<file path="config.mk">
export PLATFORM = sky130hd
export DESIGN_NAME = ifetch_unit
export DESIGN_NICKNAME = d
export VERILOG_FILES = /design/src/rtl/ifetch_pkg.sv /design/src/rtl/ifetch_pc_gen.sv /design/src/rtl/ifetch_unit.sv
export SDC_FILE = /design/constraint.sdc
export NUM_CORES = 1
export LEC_CHECK = 0
export BUFFER_PORTS_ARGS = -buffer_cell sky130_fd_sc_hd__buf_2
export CAP_MARGIN = 10
export CORE_MARGIN = 2
export CORE_UTILIZATION = 30
export CTS_CLUSTER_DIAMETER = 30
export DETAILED_ROUTE_END_ITERATION = 8
export GPL_ROUTABILITY_DRIVEN = 0
export PLACE_DENSITY = 0.53
export SETUP_SLACK_MARGIN = 0.5
export SYNTH_ARGS = -nofsm -noshare
export SYNTH_HDL_FRONTEND = slang
export SYNTH_SLANG_ARGS = --single-unit
</file>
<file path="constraint.sdc">
create_clock -name clk -period 2.8 [get_ports clk]
set_input_delay 0.56 -clock clk [delete_from_list [all_inputs] [get_ports clk]]
set_output_delay 0.56 -clock clk [all_outputs]
set_load 0.01 [all_outputs]
</file>
<file path="src/rtl/ifetch_pkg.sv">
`default_nettype none
// ============================================================================
// Module  : ifetch_pkg
// Purpose : Shared constants and the IF/ID pipeline-register type for the
//           instruction-fetch stage.
// Contents: RESET_PC_DEFAULT, IMEM_BASE_DEFAULT, IMEM_LIMIT_DEFAULT, if_id_t
// Config  : none (IFETCH_DELAY_SLOT_EN is consumed by ifetch_unit)
// Revision: 1.0 - initial release
// ============================================================================
package ifetch_pkg;

    localparam logic [31:0] RESET_PC_DEFAULT   = 32'h0000_3000;
    localparam logic [31:0] IMEM_BASE_DEFAULT  = 32'h0000_3000;
    localparam logic [31:0] IMEM_LIMIT_DEFAULT = 32'h0000_4003;

    // Contents of the IF/ID pipeline register
    typedef struct packed {
        logic        valid;
        logic [31:0] pc;
        logic [31:0] ins;
        logic [31:0] pc8;
    } if_id_t;

endpackage : ifetch_pkg
`default_nettype wire

</file>
<file path="src/rtl/ifetch_pc_gen.sv">
`default_nettype none
// ============================================================================
// Module  : ifetch_pc_gen
// Purpose : Program-counter register and next-PC selection.
//           Priority per edge: redirect > stall > advance by 4.
// Ports   : clk, rst_n        - clock, asynchronous active-low reset
//           stall             - hold the PC
//           redirect          - load the PC from the redirect target
//           redirect_word     - target address bits [31:2] (word aligned)
//           pc                - current PC (registered)
// Revision: 1.0 - initial release
// ============================================================================
module ifetch_pc_gen
    import ifetch_pkg::*;
#(
    parameter logic [31:0] RESET_PC = RESET_PC_DEFAULT
) (
    input  logic        clk,
    input  logic        rst_n,
    input  logic        stall,
    input  logic        redirect,
    input  logic [29:0] redirect_word,
    output logic [31:0] pc
);

    logic [31:0] r_pc;

    // The low two target bits are dropped here; misalignment is reported by
    // the parent as a fault, while the PC stays word aligned.
    always_ff @(posedge clk or negedge rst_n) begin
        if (!rst_n) begin
            r_pc <= RESET_PC;
        end else if (redirect) begin
            r_pc <= {redirect_word, 2'b00};
        end else if (!stall) begin
            r_pc <= r_pc + 32'd4;   // wraps silently at 2^32
        end
    end

    assign pc = r_pc;

endmodule : ifetch_pc_gen
`default_nettype wire

</file>
<file path="src/rtl/ifetch_unit.sv">
`default_nettype none
// ============================================================================
// Module  : ifetch_unit
// Purpose : Instruction-fetch stage. Drives the instruction-memory address
//           straight from the PC register, captures the returned word into
//           the IF/ID register one edge later, range-checks every fetch and
//           keeps a sticky fault flag.
// Ports   : clk, rst_n        - clock, asynchronous active-low reset
//           stall             - hold PC and IF/ID
//           redirect          - branch/jump taken, load PC from redirect_pc
//           redirect_pc[31:0] - target byte address
//           ins_addr[31:0]    - instruction memory read address
//           ins[31:0]         - instruction word for ins_addr (combinational)
//           if_id_valid/pc/ins/pc8 - IF/ID register outputs
//           fetch_fault       - sticky misaligned-redirect / range fault
// Config  : IFETCH_DELAY_SLOT_EN - when defined, an unstalled redirect edge
//           captures the current fetch as a delay slot instead of squashing.
// Revision: 1.0 - initial release
// ============================================================================
module ifetch_unit
    import ifetch_pkg::*;
#(
    parameter logic [31:0] RESET_PC   = RESET_PC_DEFAULT,
    parameter logic [31:0] IMEM_BASE  = IMEM_BASE_DEFAULT,
    parameter logic [31:0] IMEM_LIMIT = IMEM_LIMIT_DEFAULT
) (
    input  logic        clk,
    input  logic        rst_n,
    input  logic        stall,
    input  logic        redirect,
    input  logic [31:0] redirect_pc,
    output logic [31:0] ins_addr,
    input  logic [31:0] ins,
    output logic        if_id_valid,
    output logic [31:0] if_id_pc,
    output logic [31:0] if_id_ins,
    output logic [31:0] if_id_pc8,
    output logic        fetch_fault
);

    logic [31:0] w_pc;
    logic [31:0] w_pc8;
    logic        w_out_of_range;
    logic        w_misaligned;
    logic        w_capture;
    if_id_t      r_if_id;
    logic        r_fault;

    ifetch_pc_gen #(
        .RESET_PC (RESET_PC)
    ) u_pc_gen (
        .clk           (clk),
        .rst_n         (rst_n),
        .stall         (stall),
        .redirect      (redirect),
        .redirect_word (redirect_pc[31:2]),
        .pc            (w_pc)
    );

    assign ins_addr       = w_pc;
    assign w_pc8          = w_pc + 32'd8;
    assign w_out_of_range = (w_pc < IMEM_BASE) || (w_pc > IMEM_LIMIT);
    assign w_misaligned   = redirect && (redirect_pc[1:0] != 2'b00);

    // Edges on which IF/ID takes the word currently being fetched.
`ifdef IFETCH_DELAY_SLOT_EN
    assign w_capture = !stall;
`else
    assign w_capture = !stall && !redirect;
`endif

    always_ff @(posedge clk or negedge rst_n) begin
        if (!rst_n) begin
            r_if_id <= '0;
            r_fault <= 1'b0;
        end else begin
            if (w_capture) begin
                if (w_out_of_range) begin
                    // Bubble: only valid drops, the payload fields hold.
                    r_if_id.valid <= 1'b0;
                end else begin
                    r_if_id <= '{valid: 1'b1, pc: w_pc, ins: ins, pc8: w_pc8};
                end
            end
`ifndef IFETCH_DELAY_SLOT_EN
            else if (redirect) begin
                // Squash the wrong-path fetch even when stalled.
                r_if_id.valid <= 1'b0;
            end
`endif
            if (w_misaligned || (w_capture && w_out_of_range)) begin
                r_fault <= 1'b1;
            end
        end
    end

    assign if_id_valid = r_if_id.valid;
    assign if_id_pc    = r_if_id.pc;
    assign if_id_ins   = r_if_id.ins;
    assign if_id_pc8   = r_if_id.pc8;
    assign fetch_fault = r_fault;

endmodule : ifetch_unit
`default_nettype wire

</file>
---- Word level (Yosys, flattened, before mapping) ----
Index checks and enable logic that the tools add are counted.
cells by class
  add/sub/neg operators ................... 2
  magnitude comparators ................... 2
  equal/unequal tests ..................... 1
  mux-type cells .......................... 5
  bitwise logic cells ..................... 1
  reductions and logical operators ........ 10
operators with widths
  cell                                                              number
  2-to-1 mux 32 bit                                                 2
  adder 32 x 3 -> 32 bit (second input constant)                    1
  adder 32 x 4 -> 32 bit (second input constant)                    1
  greater-than comparator 32 x 15 -> 1 bit (second input constant)  1
  < comparator 32 x 14 -> 1 bit (second input constant)             1
  nonzero test 2 bit                                                2
  logical AND 1 bit                                                 3
  2-to-1 mux 1 bit                                                  3
  logical NOT 1 bit                                                 2
  logical OR 1 bit                                                  2
  != test 2 x 1 -> 1 bit (second input constant)                    1
  AND reduction 2 bit                                               1
  inverter 1 bit                                                    1
word-level totals
  flip-flop bits (word level) ............. 130
  output and inout port bits .............. 130
  logic and storage cells ................. 27

---- Longest topological paths before layout ----
Gate-level depths: netlist of the first run.
  depth in word-level cells ............... 4
  depth in mapped cells ................... 7

---- By module ----
A second synthesis of the first run with hierarchy kept.
second synthesis, totals
  cell total of the unflattened synthesis .. 447
  area total of the unflattened synthesis .. 5415.2 um2
by module, submodules not included
  module         instances  cells an instance  area an instance (um2)  sequential area each (um2)
  ifetch_unit    1          253                3651.0                  2377.3
  ifetch_pc_gen  1          194                1764.2                  753.2

---- Least setup slack after synthesis of the first run ----
OpenSTA, ideal clock, no wires.
  kind .................................... reg2reg
  from .................................... register u_pc_gen.r_pc[4] (netlist: u_pc_gen.pc[4])
  to ...................................... register u_pc_gen.r_pc[25] (netlist: u_pc_gen.pc[25])
  setup time .............................. 0.082 ns
  arrival ................................. 2.158 ns
  data required time ...................... 2.718 ns
  slack ................................... 0.560 ns
  cell stages (with the launch flop) ...... 8
  buffers on the path ..................... 2
  clock period less this slack ............ 2.240 ns
  path through ............................ dfrtp_1 ha_1 clkbuf_1 nand3b_2 or3_1 buf_2 or4_1 a31oi_1
between the ends
  word-level cells in the longest chain between the ends .. 3
RTL lines
  what                      line                 source
  start: declaration        ifetch_pc_gen.sv:26  logic [31:0] r_pc;
  start signal: assignment  ifetch_pc_gen.sv:34  r_pc <= {redirect_word, 2'b00};
  start signal: assignment  ifetch_pc_gen.sv:36  r_pc <= r_pc + 32'd4;
  adder 32 x 3 -> 32 bit    ifetch_pc_gen.sv:36
  2-to-1 mux 32 bit         ifetch_pc_gen.sv:35  end else if (!stall) begin
  2-to-1 mux 32 bit         ifetch_pc_gen.sv:33  end else if (redirect) begin
Every way passes these cells. The select of a mux whose other input is x is not followed.
A chain may end at the register's enable or synchronous reset.

---- Worst setup path in the final report of the first run ----
  from .................................... register u_pc_gen.r_pc[12] (netlist: u_pc_gen.pc[12])
  to ...................................... register r_if_id, in the netlist if_id_ins[25]
between the ends
  word-level cells in the longest chain between the ends .. 4
  elaborated cells on any way between the ends .. 5
  those cells by class .................... order compare: 2; bitwise: 1; reduce/logical: 2
RTL lines
  what                                                                                              line               source
  < comparator 32 x 14 -> 1 bit / greater-than comparator 32 x 15 -> 1 bit (equally long branches)  ifetch_unit.sv:62  assign w_out_of_range = (w_pc < IMEM_BASE) || (w_pc > IMEM_LIMIT);
  logical OR 1 bit (*)                                                                              ifetch_unit.sv:62
  inverter 1 bit (no source line) (*)                                                               -
  AND reduction 2 bit (no source line) (*)                                                          -
  end signal: assignment                                                                            ifetch_unit.sv:82  r_if_id <= '{valid: 1'b1, pc: w_pc, ins: ins, pc8: w_pc8};
  end: declaration                                                                                  ifetch_unit.sv:46  if_id_t r_if_id;
Mark *: on every way between the ends. The rest lies on a longest branch, timed or not.

==> flow_metrics.env, run 1 <==
export IMPL_setup_violations=0
export IMPL_htree_levels=4
export IMPL_final_common_cell="buf_2"
export IMPL_grt_pass1_vias=4279
export IMPL_p_per_area_nw_per_um2=619
export IMPL_finalSetupTns_ns=0
export IMPL_clock_fmax_mhz=457
export IMPL_required_ns=3.09
export IMPL_drcViolationCount=0
export IMPL_drt_pass1_iterations=4
export IMPL_synth_edff_count=0
export IMPL_ys_top_cells_by_area="dfrtp_1, mux2_1, nor2b_1, xnor2_1, nand2_1"
export IMPL_syn2layout_area_growth_pct=35.1
export IMPL_fin_nets=721
export IMPL_synth_cell_types=41
export IMPL_die_width_microns=138
export IMPL_die_h_microns=138
export IMPL_port_buffers=191
export IMPL_drive_gt1_share_pct=38.8
export IMPL_cts_made_buffers=17
export IMPL_rsz0062_at_grt="false"
export IMPL_cp_top_family="flip-flops"
export IMPL_outcome="complete, no violations"
export IMPL_p_leak_nw=3.78
export IMPL_clockRootBuffer="clkbuf_16"
export IMPL_grtUsageTotal_pct=16.0
export IMPL_endpoint_kind="register"
export IMPL_crit_path_max_incr_delay_ns=0.63
export IMPL_yosysSeqAreaShare_pct=57.3
export IMPL_cts_buffer_depth=2
export IMPL_grt_pass1_wl_mm=23.2
export IMPL_crit_fanout=46
export IMPL_fin_worst_skew_ns=0.00654
export IMPL_antenna_left=0
export IMPL_path_cells="a21oi_1 -> nand4b_1 -> nor4_4 -> buf_4 -> buf_16 -> mux2_1"
export IMPL_synth_area_leader_cell="dfrtp_1"
export IMPL_synth_main_ff_cell="dfrtp_1"
export IMPL_stdcell_area_sq_um=7260
export IMPL_crit_path_top_delay_cell="dfstp_2"
export IMPL_die_area_sq_um=19000
export IMPL_ys_ff_latch=123
export IMPL_synth_area_sq_um=5380
export IMPL_synth_avg_cell_area_sq_um=11.8
export IMPL_tritoncts="done"
export IMPL_critPathBufInv=2
export IMPL_grt_overflow_total=0
export IMPL_period_share_pct=78.1
export IMPL_path_class="register to register"
export IMPL_dp_hpwl_mm=10.3
export IMPL_place_ws_ns=0.365
export IMPL_start_util_pct=30.9
export IMPL_placed_area_sq_um=6540
export IMPL_final_hold_violation_count=0
export IMPL_synthDominantCellAreaShare_pct=56.3
export IMPL_peakVddDrop_mv=0.416
export IMPL_vias_per_cell=4.73
export IMPL_final_max_slew_viol_count=0
export IMPL_clk_latency_ns=0.41
export IMPL_grt_max_degree=54
export IMPL_final_cell_mix="buf_2, dfrtp_1, mux2_1, nand2_1, nor2b_1"
export IMPL_fin_ws_ns=0.612
export IMPL_netlist_instances=457
export IMPL_drt_iter0_markers=95
export IMPL_routed_via_count=4203
export IMPL_clkSinkCount=123
export IMPL_ys_async_sr_fraction_pct=100
export IMPL_drv_cap=0
export IMPL_wl_per_cell_microns=16.9
export IMPL_clkTransAtPathRegs_ns=0.06
export IMPL_antenna_found_initial=0
export IMPL_synth_warnings=0
export IMPL_antennaDiodeCount=0
export IMPL_arrival_ns=2.48
export IMPL_coreArea_sq_um=17400
export IMPL_startpoint_type="register"
export IMPL_rows=48
export IMPL_worst_hold_path_type="input pin to async pin"
export IMPL_period_needed_ns=2.19
export IMPL_io_pins=198
export IMPL_wl_mm=15.0
export IMPL_hold_buffers=0
sequential cells by signal, summed over array words and instances, names as in the netlist:
name         cells
if_id_ins       32
if_id_pc        30
u_pc_gen.pc     30
if_id_pc8       29
fetch_fault      1
if_id_valid      1
power breakdown:
| group | switching (mW) | internal [mW] | leakage, nW |
|---|---|---|---|
| combinational | 0.223 | 0.170 | 1.87 |
| sequential | 0.0908 | 1.84 | 1.62 |
| clock | 0.848 | 1.32 | 0.281 |
cell usage after synthesis (7+ instances only):
master and instances:
nand4_1 10, nor4_1 9, or4_1 13, o21ai_0 15, buf_2 15, buf_4 14
nor3_1 7, nand2_1 36, mux2_1 56, nor2_1 21, o31ai_1 9, clkbuf_1 7
dfrtp_1 121, xnor2_1 16, nand3_1 10, xor2_1 9, nor2b_1 35, a31oi_1 12
worst register-to-register path, cell delays in order (launching register included):
cell and delay (ns):
dfstp_2 0.63, a21oi_1 0.10, nand4b_1 0.27, nor4_4 0.28
buf_4 0.21, buf_16 0.24, mux2_1 0.35
worst paths after layout:
check	depth (start not counted)	from	to	slack (ns)
worst max register to register	6	u_pc_gen.pc[12]	if_id_ins[25]	0.61
min in group clk	3	redirect_pc[6]	u_pc_gen.pc[6]	0.36
worst min-delay path	1	rst_n	if_id_pc8[5]	0.1
worst min register to register	2	fetch_fault	fetch_fault	0.47
max in group asynchronous	2	rst_n	u_pc_gen.pc[4]	2.00
worst max-delay path	6	u_pc_gen.pc[12]	if_id_ins[25]	0.61
per-layer routing:
layer / share of wire, % / global-route usage, %
met1: 44 / 20.4
met2: 48 / 26.4
met3: 7.5 / 5.04
met4: 0.71 / 4.31
met5: 0 / 0
area by class of cell:
type | instances | area (sq um)
Fill cell | 1713 | 10200
Sequential cell | 123 | 3080
Multi-Input combinational cell | 296 | 2130
Timing Repair Buffer | 208 | 1160
Clock buffer | 17 | 425
Tap cell | 225 | 282
Clock inverter | 15 | 163
Inverter | 4 | 15.0
cells by family (layout without fill, tap and decap cells):
kind of cell	Yosys count	after routing	synth area share, %
mux	58	58	12.1
buf+inv	43	244	4.35
fa+ha+maj	3	3	0.698
other cells	1	6	0.0698
xor+xnor	25	25	4.07
simple gates	158	158	16.2
flops	123	123	57.3
compound gates	46	46	5.21
stage by stage:
stage          hold slack, ns  total power [mW]  utilization, %  std cells
6_report               0.0982              4.50            41.7        888
2_1_floorplan           0.264              2.13               -        462
5_1_grt                 0.122              4.72            41.7        888
3_5_place_dp            0.465              2.35            37.6        851
4_1_cts                 0.103              4.57            41.5        888
3_3_place_gp            0.462              2.34            37.6        851
what timing repair did:
action,in CTS,in global routing
resized for setup,8,8
buffers inserted,3,0
endpoints found under the setup margin,59,38
gates cloned,2,0
pin swaps,1,0
No activity file was read; power rests on OpenSTA's default activity.
==> run 2: changes to the inputs <==
--- a/config.mk
+++ b/config.mk
@@ -12,7 +12,7 @@
 export CTS_CLUSTER_DIAMETER = 30
 export DETAILED_ROUTE_END_ITERATION = 8
 export GPL_ROUTABILITY_DRIVEN = 0
-export PLACE_DENSITY = 0.53
+export PLACE_DENSITY = 0.55
 export SETUP_SLACK_MARGIN = 0.5
 export SYNTH_ARGS = -nofsm -noshare
 export SYNTH_HDL_FRONTEND = slang
==> constraint.sdc (replaced) <==
create_clock -name clk -period 1.9 [get_ports clk]
set_input_delay 0.38 -clock clk [delete_from_list [all_inputs] [get_ports clk]]
set_output_delay 0.38 -clock clk [all_outputs]
set_load 0.01 [all_outputs]
==> flow_metrics.env, run 2 (same netlist as run 1, synthesis figures left out) <==
export IMPL_outcome="finished with violations"
export IMPL_violations="negative setup slack"
export IMPL_final_common_cell="buf_2"
export IMPL_r2r_start="u_pc_gen.pc[7]"
export IMPL_finalNonFillerCells=988
export IMPL_rsz0062_at_grt="true"
export IMPL_coreArea_sq_um=17400
export IMPL_io_pins=198
export IMPL_die_h_microns=138
export IMPL_die_area_sq_um=19000
export IMPL_hold_depth=3
export IMPL_final_max_slew_viol_count=0
export IMPL_worst_hold_path_type="input pin to register"
export IMPL_crit_fanout=22
export IMPL_drt_iter0_markers=169
export IMPL_drcViolationCount=0
export IMPL_multi_input_area_sq_um=2530
export IMPL_wl_met1_mm=7.26
export IMPL_clockRootBuffer="clkbuf_16"
export IMPL_dp_hpwl_mm=11.3
export IMPL_final_cell_mix="buf_2, dfrtp_1, buf_6, buf_4, nand2_1"
export IMPL_seq_area_sq_um=3090
export IMPL_cts_buffer_depth=2
export IMPL_die_width_microns=138
export IMPL_p_leak_nw=4.53
export IMPL_rows=48
export IMPL_clk_latency_ns=0.42
export IMPL_period_needed_ns=2.25
export IMPL_drv_cap=0
export IMPL_holdCritStartpoint="redirect_pc[16]"
export IMPL_start_util_pct=30.9
export IMPL_required_ns=2.19
export IMPL_grt_pass1_vias=4641
export IMPL_setup_violations=101
export IMPL_startpoint_type="register"
export IMPL_highest_layer="met4"
export IMPL_wl_per_cell_microns=16.8
export IMPL_port_buffers=191
export IMPL_path_class="register to register"
export IMPL_whs_endpoint="u_pc_gen.pc[16]"
export IMPL_period_share_pct=118
export IMPL_rr_endpoint="if_id_pc[2]"
export IMPL_dr_wl_met3_microns=819
export IMPL_max_slew_margin_rel_pct=64.3
export IMPL_syn2layout_area_growth_pct=64.0
export IMPL_peakVddDrop_mv=0.631
export IMPL_tritoncts="done"
export IMPL_grt_overflow_total=0
export IMPL_final_hold_violation_count=0
export IMPL_clkSinkCount=123
export IMPL_grtUsageTotal_pct=16.8
export IMPL_clkTransAtPathRegs_ns=0.06
export IMPL_worst_slew_pin_slew_ns=0.535
export IMPL_reg2reg_slack_ns=-0.35
export IMPL_p_per_area_nw_per_um2=781
export IMPL_drive_gt1_share_pct=55.5
export IMPL_grt_max_degree=55
export IMPL_met2WireLength_mm=8.07
export IMPL_clock_fmax_mhz=445
export IMPL_antenna_left=0
export IMPL_num_fill_cells=1541
export IMPL_antenna_found_initial=0
export IMPL_endpoint_kind="register"
export IMPL_routed_via_count=4616
export IMPL_fin_worst_skew_ns=0.0164
export IMPL_wl_mm=16.6
export IMPL_largest_reg_flops=32
export IMPL_dp_cells=911
export IMPL_power_mw=6.89
export IMPL_vias_per_cell=4.67
export IMPL_htree_levels=4
export IMPL_grt_pass1_wl_mm=24.4
export IMPL_rr_worst_depth=6
export IMPL_fin_nets=820
export IMPL_drt_pass1_iterations=4
export IMPL_cts_made_buffers=17
export IMPL_fin_ws_ns=-0.345
export IMPL_arrival_ns=2.54
[run 2: how the worst max path moves through the flow]
stage | start | endpoint | cells after the start
finish | u_pc_gen.pc[7] | if_id_pc[2] | 6
floorplan | u_pc_gen.pc[7] | if_id_pc8[6] | 7
global route | u_pc_gen.pc[8] | if_id_ins[29] | 6
global placement | u_pc_gen.pc[31] | if_id_ins[16] | 7
CTS | u_pc_gen.pc[31] | if_id_ins[19] | 7
detailed placement | u_pc_gen.pc[31] | if_id_ins[17] | 7
[run 2: cell type report]
type | count | area share, %
inverters | 4 | 0.170
diodes | 1 | 0.0284
flip-flops and latches | 123 | 35.0
clock buffers | 21 | 5.22
multi-input cells | 296 | 28.7
well taps | 225 | 3.19
repair buffers | 307 | 26.5
clock inverters | 11 | 1.09
[run 2: what timing repair did]
| action | CTS | global route |
|---|---|---|
| cloned | 0 | 1 |
| buffers inserted | 23 | 19 |
| pin swaps | 27 | 17 |
| endpoints found under the hold margin | 22 | 0 |
| setup endpoints to repair | 145 | 149 |
| hold buffers | 1 | 0 |
| gates resized for setup | 107 | 87 |
[run 2: worst max-delay path, stage by stage, from the launching register on]
cell	delay, ns
dfrtp_1	0.39
nor4_1	0.41
a41oi_1	0.30
nor4_4	0.29
buf_6	0.19
buf_12	0.19
mux2_1	0.34
[run 2: power by group]
part           total, mW  internal (mW)  switching (mW)
clock network       3.01           1.86            1.16
registers           2.79           2.72          0.0794
logic               1.08          0.571           0.510
[run 2: routing by layer]
layer  GRT usage, %  vias up
met1           21.3     2274
met5              0        -
met3           3.55       29
li1               -     2177
met4           8.73        0
met2           27.1      136
[run 2: through the flow]
step	utilization, %	instance area (sq um)	setup WS [ns]	setup TNS (ns)	hold slack [ns]
after floorplan	-	5550	-0.107	-5.15	0.0844
after global placement	40.8	7110	-0.249	-17.24	0.338
after detailed placement	40.8	7110	-0.311	-21.41	0.343
after CTS	47.5	8270	-0.255	-15.73	0.158
after global routing	50.6	8810	-0.450	-34.44	0.172
final	50.6	8820	-0.345	-24.58	0.172
